<file path="config.mk">
export PLATFORM = sky130hd
export DESIGN_NAME = alu_issue_ctrl
export DESIGN_NICKNAME = d
export VERILOG_FILES = /design/src/rtl/alu_pkg.sv /design/src/rtl/alu_op_decode.sv /design/src/rtl/alu_issue_ctrl.sv
export SDC_FILE = /design/constraint.sdc
export NUM_CORES = 1
export LEC_CHECK = 0
export ABC_CLOCK_PERIOD_IN_PS = 9150
export BUFFER_PORTS_ARGS = -buffer_cell sky130_fd_sc_hd__buf_4
export CAP_MARGIN = 5
export CORE_UTILIZATION = 45
export CTS_CLUSTER_SIZE = 28
export DETAILED_ROUTE_END_ITERATION = 10
export PLACE_DENSITY = 0.89
export SKIP_CTS_REPAIR_TIMING = 1
export SYNTH_ARGS = -nofsm -noshare
export SYNTH_HDL_FRONTEND = slang
export SYNTH_SLANG_ARGS = --single-unit
</file>
<file path="constraint.sdc">
create_clock -name clk -period 9.15 [get_ports clk]
set_input_delay 0.4575 -clock clk [delete_from_list [all_inputs] [get_ports clk]]
set_output_delay 0.4575 -clock clk [all_outputs]
set_load 0.01 [all_outputs]
</file>
<file path="src/rtl/alu_pkg.sv">
`default_nettype none
// ============================================================================
// Module      : alu_pkg
// Description : Shared ALU G_sel opcodes, funct3 values and issue FSM states.
// Revision    : 1.0 - initial release
// ============================================================================
package alu_pkg;

  localparam logic [3:0] c_G_ADD  = 4'b0000;
  localparam logic [3:0] c_G_SUB  = 4'b0001;
  localparam logic [3:0] c_G_SLL  = 4'b0010;
  localparam logic [3:0] c_G_SLT  = 4'b0100;
  localparam logic [3:0] c_G_SLTU = 4'b0110;
  localparam logic [3:0] c_G_XOR  = 4'b1000;
  localparam logic [3:0] c_G_SRL  = 4'b1010;
  localparam logic [3:0] c_G_SRA  = 4'b1011;
  localparam logic [3:0] c_G_OR   = 4'b1100;
  localparam logic [3:0] c_G_AND  = 4'b1110;

  localparam logic [2:0] c_F3_ADD  = 3'b000;
  localparam logic [2:0] c_F3_SLL  = 3'b001;
  localparam logic [2:0] c_F3_SLT  = 3'b010;
  localparam logic [2:0] c_F3_SLTU = 3'b011;
  localparam logic [2:0] c_F3_XOR  = 3'b100;
  localparam logic [2:0] c_F3_SR   = 3'b101;
  localparam logic [2:0] c_F3_OR   = 3'b110;
  localparam logic [2:0] c_F3_AND  = 3'b111;

  typedef enum logic [1:0] {
    ST_IDLE  = 2'd0,
    ST_ISSUE = 2'd1,
    ST_CAPT  = 2'd2,
    ST_RESP  = 2'd3
  } state_t;

endpackage
`default_nettype wire

</file>
<file path="src/rtl/alu_op_decode.sv">
`default_nettype none
// ============================================================================
// Module      : alu_op_decode
// Description : RV32I funct3/bit-30 decode to G_sel, B-operand select/mask.
// Revision    : 1.0 - initial release
// ============================================================================
module alu_op_decode
  import alu_pkg::*;
#(
  parameter int XLEN    = 32,
  parameter int SHAMT_W = 5
) (
  input  logic [2:0]      i_funct3,
  input  logic            i_f7b5,
  input  logic            i_is_imm,
  input  logic [XLEN-1:0] i_rs2,
  input  logic [XLEN-1:0] i_imm,
  output logic [3:0]      o_g_sel,
  output logic [XLEN-1:0] o_b,
  output logic            o_illegal
);

  logic [XLEN-1:0] w_src;
  logic            w_shift;

  assign w_src = i_is_imm ? i_imm : i_rs2;

  always_comb begin
    o_g_sel   = c_G_ADD;
    o_illegal = 1'b0;
    w_shift   = 1'b0;
    case (i_funct3)
      // Bit 30 selects SUB only for register-register; ADDI ignores it.
      c_F3_ADD:  o_g_sel = (i_f7b5 && !i_is_imm) ? c_G_SUB : c_G_ADD;
      c_F3_SLL: begin
        o_g_sel   = c_G_SLL;
        o_illegal = i_f7b5;
        w_shift   = 1'b1;
      end
      c_F3_SLT:  o_g_sel = c_G_SLT;
      c_F3_SLTU: o_g_sel = c_G_SLTU;
      c_F3_XOR:  o_g_sel = c_G_XOR;
      c_F3_SR: begin
        o_g_sel = i_f7b5 ? c_G_SRA : c_G_SRL;
        w_shift = 1'b1;
      end
      c_F3_OR:   o_g_sel = c_G_OR;
      default:   o_g_sel = c_G_AND;
    endcase
  end

  assign o_b = w_shift ? {{(XLEN-SHAMT_W){1'b0}}, w_src[SHAMT_W-1:0]} : w_src;

endmodule
`default_nettype wire

</file>
<file path="src/rtl/alu_issue_ctrl.sv">
`default_nettype none
// ============================================================================
// Module      : alu_issue_ctrl
// Description : Valid/ready front end that issues one op to the ALU and
//               returns its result; optional counters via ALU_ISSUE_PERF_EN.
// Revision    : 1.0 - initial release
// ============================================================================
module alu_issue_ctrl
  import alu_pkg::*;
#(
  parameter int XLEN    = 32,
  parameter int SHAMT_W = 5
) (
  input  logic            clk,
  input  logic            rst,
  input  logic            req_valid,
  output logic            req_ready,
  input  logic [2:0]      req_funct3,
  input  logic            req_f7b5,
  input  logic            req_is_imm,
  input  logic [XLEN-1:0] req_rs1,
  input  logic [XLEN-1:0] req_rs2,
  input  logic [XLEN-1:0] req_imm,
  output logic [3:0]      alu_g_sel,
  output logic [XLEN-1:0] alu_a,
  output logic [XLEN-1:0] alu_b,
  input  logic [XLEN-1:0] alu_g,
  input  logic [3:0]      alu_flags,
  output logic            rsp_valid,
  input  logic            rsp_ready,
  output logic [XLEN-1:0] rsp_result,
  output logic [3:0]      rsp_flags,
  output logic            rsp_illegal
`ifdef ALU_ISSUE_PERF_EN
  ,
  output logic [31:0]     perf_ops,
  output logic [31:0]     perf_illegal
`endif
);

  state_t          r_state;
  state_t          w_next;
  logic            w_accept;
  logic            w_capture;
  logic            w_done;
  logic [3:0]      w_dec_g_sel;
  logic [XLEN-1:0] w_dec_b;
  logic            w_dec_illegal;
  logic [3:0]      r_g_sel;
  logic [XLEN-1:0] r_a;
  logic [XLEN-1:0] r_b;
  logic [XLEN-1:0] r_result;
  logic [3:0]      r_flags;
  logic            r_illegal;

  alu_op_decode #(
    .XLEN    (XLEN),
    .SHAMT_W (SHAMT_W)
  ) u_decode (
    .i_funct3  (req_funct3),
    .i_f7b5    (req_f7b5),
    .i_is_imm  (req_is_imm),
    .i_rs2     (req_rs2),
    .i_imm     (req_imm),
    .o_g_sel   (w_dec_g_sel),
    .o_b       (w_dec_b),
    .o_illegal (w_dec_illegal)
  );

  always_ff @(posedge clk or posedge rst) begin
    if (rst) r_state <= ST_IDLE;
    else     r_state <= w_next;
  end

  always_comb begin
    w_next    = r_state;
    w_accept  = 1'b0;
    w_capture = 1'b0;
    w_done    = 1'b0;
    case (r_state)
      ST_IDLE: begin
        if (req_valid) begin
          w_accept = 1'b1;
          // Illegal requests never reach the ALU and answer immediately.
          w_next   = w_dec_illegal ? ST_RESP : ST_ISSUE;
        end
      end
      ST_ISSUE: w_next = ST_CAPT;
      ST_CAPT: begin
        w_capture = 1'b1;
        w_next    = ST_RESP;
      end
      ST_RESP: begin
        if (rsp_ready) begin
          w_done = 1'b1;
          w_next = ST_IDLE;
        end
      end
      default: w_next = ST_IDLE;
    endcase
  end

  always_ff @(posedge clk or posedge rst) begin
    if (rst) begin
      r_g_sel   <= c_G_ADD;
      r_a       <= '0;
      r_b       <= '0;
      r_result  <= '0;
      r_flags   <= '0;
      r_illegal <= 1'b0;
    end else begin
      if (w_accept && !w_dec_illegal) begin
        r_g_sel <= w_dec_g_sel;
        r_a     <= req_rs1;
        r_b     <= w_dec_b;
      end
      if (w_accept && w_dec_illegal) begin
        r_result  <= '0;
        r_flags   <= '0;
        r_illegal <= 1'b1;
      end
      if (w_capture) begin
        r_result  <= alu_g;
        r_flags   <= alu_flags;
        r_illegal <= 1'b0;
      end
    end
  end

  assign req_ready   = (r_state == ST_IDLE);
  assign rsp_valid   = (r_state == ST_RESP);
  assign alu_g_sel   = r_g_sel;
  assign alu_a       = r_a;
  assign alu_b       = r_b;
  assign rsp_result  = r_result;
  assign rsp_flags   = r_flags;
  assign rsp_illegal = r_illegal;

`ifdef ALU_ISSUE_PERF_EN
  logic [31:0] r_perf_ops;
  logic [31:0] r_perf_illegal;

  always_ff @(posedge clk or posedge rst) begin
    if (rst) begin
      r_perf_ops     <= '0;
      r_perf_illegal <= '0;
    end else if (w_done) begin
      r_perf_ops <= r_perf_ops + 32'd1;
      if (r_illegal) r_perf_illegal <= r_perf_illegal + 32'd1;
    end
  end

  assign perf_ops     = r_perf_ops;
  assign perf_illegal = r_perf_illegal;
`endif

endmodule
`default_nettype wire

</file>
Word-level counts from Yosys, hierarchy flattened
Index checks and enable logic that the tools add are counted.
Word-level totals
  register bits after elaboration: 107
  bits of input ports: 141
  output and inout bits: 107
  word-level logic and storage cells: 48
Operators by class
  equality and inequality tests: 11
  muxes and demuxes: 20
  reductions and logical operators: 10
Operators with widths (count)
  $mux 32: 4
  $pmux 4 s7: 1
  $eq 3x3->1 const B: 3
  $mux 1: 9
  $mux 4: 2
  $pmux 2 s4: 1
  $eq 3x2->1 const B: 2
  $mux 2: 3
  $eq 2x2->1 const B: 2
  $eq 3x1->1 const B: 1
  $logic_and 1x1->1: 3
  $logic_not 3->1: 1
  $eq 2x1->1 const B: 1
  $logic_not 1->1: 2
  $logic_not 2->1: 1
  $ne 2x1->1 const B: 1
  $ne 2x2->1 const B: 1
  $reduce_and 2->1: 1
  $reduce_bool 2->1: 1
  $reduce_or 2->1: 1

Logic depth before layout (Yosys ltp)
  depth after elaboration: 5
  gate-level depth with buffers: 8
  gate-level depth less buffers: 5

Modules after synthesis
Synthesis repeated with hierarchy kept, for this count alone.
Unflattened totals
  cells, all modules: 318
  area, all modules: 4635.7 um^2
By module, submodules not included
  alu_issue_ctrl: instances 1, cells an instance 243, area each 4070.2 um^2
  alu_op_decode: instances 1, cells an instance 75, area each 565.5 um^2

Least setup slack after synthesis
Ideal clock, no wire load.
  path kind: register -> register
  start point: register r_state[0]
  end point: register r_a[10] (netlist: alu_a[10])
  library setup time: 125 ps
  data arrival time: 1615 ps
  required time: 9025 ps
  path slack: 7410 ps
  cell stages (with the launch flop): 8
  clock period less this slack: 1740 ps
  cell sequence: dfrtp_1 > inv_1 > ha_1 > nand2_1 > buf_2 > nor2_4 > buf_6 > mux2_4
Between the ends
  cells in the longest elaborated chain, start to end: 3
Ends and longest elaborated chain
  from (decl): line alu_issue_ctrl.sv:41  | state_t r_state;
  from (signal assigned): line alu_issue_ctrl.sv:72  | else r_state <= w_next;
  $logic_not 2->1
  net req_ready: line alu_issue_ctrl.sv:17  | output logic req_ready,
  $mux 1: line alu_issue_ctrl.sv:80  | case (r_state)
  $logic_and 1x1->1: line alu_issue_ctrl.sv:112  | if (w_accept && !w_dec_illegal) begin
  to (signal assigned): line alu_issue_ctrl.sv:114  | r_a <= req_rs1;
  to (decl): line alu_issue_ctrl.sv:50  | logic [XLEN-1:0] r_a;
The timed path passes the listed nets, and every way through them passes these cells.
A chain may end at the register's enable or synchronous reset.

Final worst setup path
  start point: register r_state[0]
  end point: register r_a[30] (netlist: alu_a[30])
Between the ends
  cells in the longest elaborated chain, start to end: 3
Ends and longest elaborated chain (line)
  $logic_not 2->1: alu_issue_ctrl.sv:80
  $mux 1: alu_issue_ctrl.sv:80
  $logic_and 1x1->1: alu_issue_ctrl.sv:112
Every way passes these cells.

==> results.md <==
- Hpwl dp: 9420 µm
- Drt pass-1 iters: 4
- Yosys reg bits: between 100 and 150
- Filler cell count: ~800
- Drt wl/cell: ~16 µm
- Max-Cap Viols: 0
- Worst slack at placement: between 6000 and 7000 ps
- Tcrit/Tclk final: between 20% and 30%
- Area of the multi-input gates: between 1500 and 2000 µm²
- Worst r2r path cells: 6
- Min Clock Period, post-route: ~2600 ps
- Critical path class: reg -> reg
- Total GRT Usage: 22.6%
- Mapped Area: 4890 µm²
- Core Area: ~10000 µm²
- Hold WC Path Type: in -> async
- Syn. warnings: 0
- Worst vdd ir: about 0.16 mV
- Later-pin clock latency in the skew report: ~360 ps
- Mean post-synth cell area: roughly 12 µm²
- Area grow syn2layout: 42.2%
- Main synth FF type: dfrtp_1
- Via density: between 5 and 6
- Final setup vio count: 0
- Initial core utilization: a little under half
- Slew margin rel.: 16.5%
- Initial antenna violation count: 0
- Reg clk slew, reported paths: about 120 ps
- Power per cell area: approximately 310 nW/µm²
- Die area: approximately 11000 µm²
- Status: completed
- CTS Sinks: ~110
- Share of layout cells above drive strength 1: about 50%
- Post-synth EDFFs: 0
- Seq. cell area: 2680 µm²
- Post-synthesis cell count: around 400
- Worst setup margin: about 6500 ps
- Final hold violation count: 0
- Remaining Overflow, GRT: 0
- Async S/R FF share, synth: 100%
- Worst EP required: approximately 9400 ps
- FMAX: between 300 and 400 MHz
- Remaining antenna violation count: 0
- Post-synth cell types: 27
- Final Max Slew Viols: 0
- Port buffer count: approximately 250
- Clk root buf: clkbuf_8
- Worst Skew: approximately 14 ps
- CTS Buf Count: 9
- I/O pin count: 248
- TritonCTS clock tree: yes
- Actual slew at the worst max-slew pin: 1250 ps
- Final TNS setup: 0 ps
- # diodes: 0
- Routed Wire Length: around 13000 µm
- Crit path DAT: approximately 2900 ps
- Gp weighted congestion: 0.802
- Height of the die: 106 µm
- Crit. End Element: flop
- Pin count of the biggest net entering global routing: between 70 and 80
- Nets: about 780
- Row cnt: 37
- Crit path max fanout: 38
- DRC viols: 0
- Sequential element share of the synthesized area: 54.7%
- First-pass GRT wire length: slightly below 20000 µm
- Post-synth net total: between 500 and 600
- Number of global-route vias before repair: between 3000 and 4000
- Die Wd: approximately 110 µm
- H-Tree Level Count: 3
- DRT iter0 DRCs: 210
- CTS max path bufs: 2
- Startpoint Class: flop
- RSZ-0062 raised after global routing: no
- Static leakage: roughly 3.7 nW
- Via Count: between 3000 and 4000
## cells in the mapped netlist, types with 3 or more instances
cell,count,area share (%)
ha_1,4,1.0
mux2_4,31,9.5
buf_2,7,0.72
inv_1,6,0.46
dfrtp_1,107,55
a21o_1,27,4.1
nor3_1,28,2.9
buf_6,12,2.8
nand2b_1,36,4.6
o21ai_2,10,1.8
mux2_2,3,0.69
nand2_1,37,2.8
mux2i_1,35,7.2
o21ai_0,12,1.2
clkbuf_1,12,0.92
o21ai_1,25,2.6
## through the flow
| stage | cell area [µm²] | utilization [%] | power (mW) | hold slack [ps] | instances |
|---|---|---|---|---|---|
| floorplan | 4890 | - | 1.39 | 518 | 403 |
| global placement | 6740 | 64.7 | 1.84 | 461 | 759 |
| detailed placement | 6740 | 64.7 | 1.89 | 467 | 759 |
| CTS | 6960 | 66.8 | 2.20 | 123 | 775 |
| global route | 6960 | 66.8 | 2.32 | 141 | 775 |
| finish | 6960 | 66.8 | 2.18 | 116 | 775 |
## cell families (layout without fill, tap and decap cells)
group / Yosys count / count (layout) / share of synthesized area, %
AOI/OAI and AO/OA: 79 / 79 / 10.5
adders and majority gates: 4 / 4 / 1.02
DFF: 107 / 107 / 54.7
and+or+nand+nor: 107 / 107 / 11.5
muxes: 69 / 69 / 17.4
buffers and inverters: 37 / 273 / 4.86
## critical path, cell delays in order, from the launching register on
cell and delay, ps:
dfrtp_1 410, inv_1 130, ha_1 200, nand2_1 70, buf_4 260, nor2_4 1000, mux2_2 430
## report_power, final
group          switching [mW]  internal, mW  total (mW)
combinational           0.452         0.582        1.03
sequential              0.138         0.699       0.838
clock                   0.175         0.135       0.310
total                   0.766          1.42        2.18
## state kept, by name, indices dropped and copies added (netlist names)
| signal | cells |
|---|---|
| alu_a | 32 |
| alu_b | 32 |
| alu_g_sel | 4 |
| r_state | 2 |
| rsp_flags | 4 |
| rsp_illegal | 1 |
| rsp_result | 32 |
## path summary, 6_finish.rpt
path                                  from             end  slack, ps
worst max register to register  r_state[0]       alu_a[30]       6530
worst min register to register    alu_b[7]        alu_b[7]        490
min in group clk                 alu_g[25]  rsp_result[25]        310
worst min-delay path                   rst       alu_a[13]        120
max in group asynchronous              rst       alu_a[20]       7790
worst max-delay path            r_state[0]       alu_a[30]       6530
## per-layer routing
layer | routed length [µm] | vias to the layer above | part of all wire (%) | GRT usage (%)
li1 | - | 1839 | - | -
met1 | 5050 | 1870 | 40 | 27.0
met2 | 6580 | 173 | 52 | 39.7
met3 | 919 | 12 | 7.2 | 5.70
met4 | 180 | 0 | 1.4 | 6.85
met5 | 0 | - | 0 | 0
## cells in the final DEF, fill, tap and decap left out, types with 2 or more instances in the layout
cell type,Yosys,layout
a21o_1,27,27
buf_4,0,251
clkbuf_8,0,9
clkinv_4,0,2
dfrtp_1,107,107
ha_1,4,3
inv_1,6,5
inv_8,0,2
mux2_2,3,3
mux2_4,31,31
mux2i_1,35,35
nand2_1,37,37
nand2b_1,36,36
nor3_1,28,28
o21ai_0,12,12
o21ai_1,25,25
o21ai_2,10,10
## cell type report
type,instances,area share [%]
clock inverters,7,1.37
well taps,136,2.45
flip-flops and latches,107,38.5
multi-input cells,259,28.5
inverters,6,0.360
repair buffers,251,27.1
clock buffers,9,1.78
No activity file was read; power rests on OpenSTA's default activity.
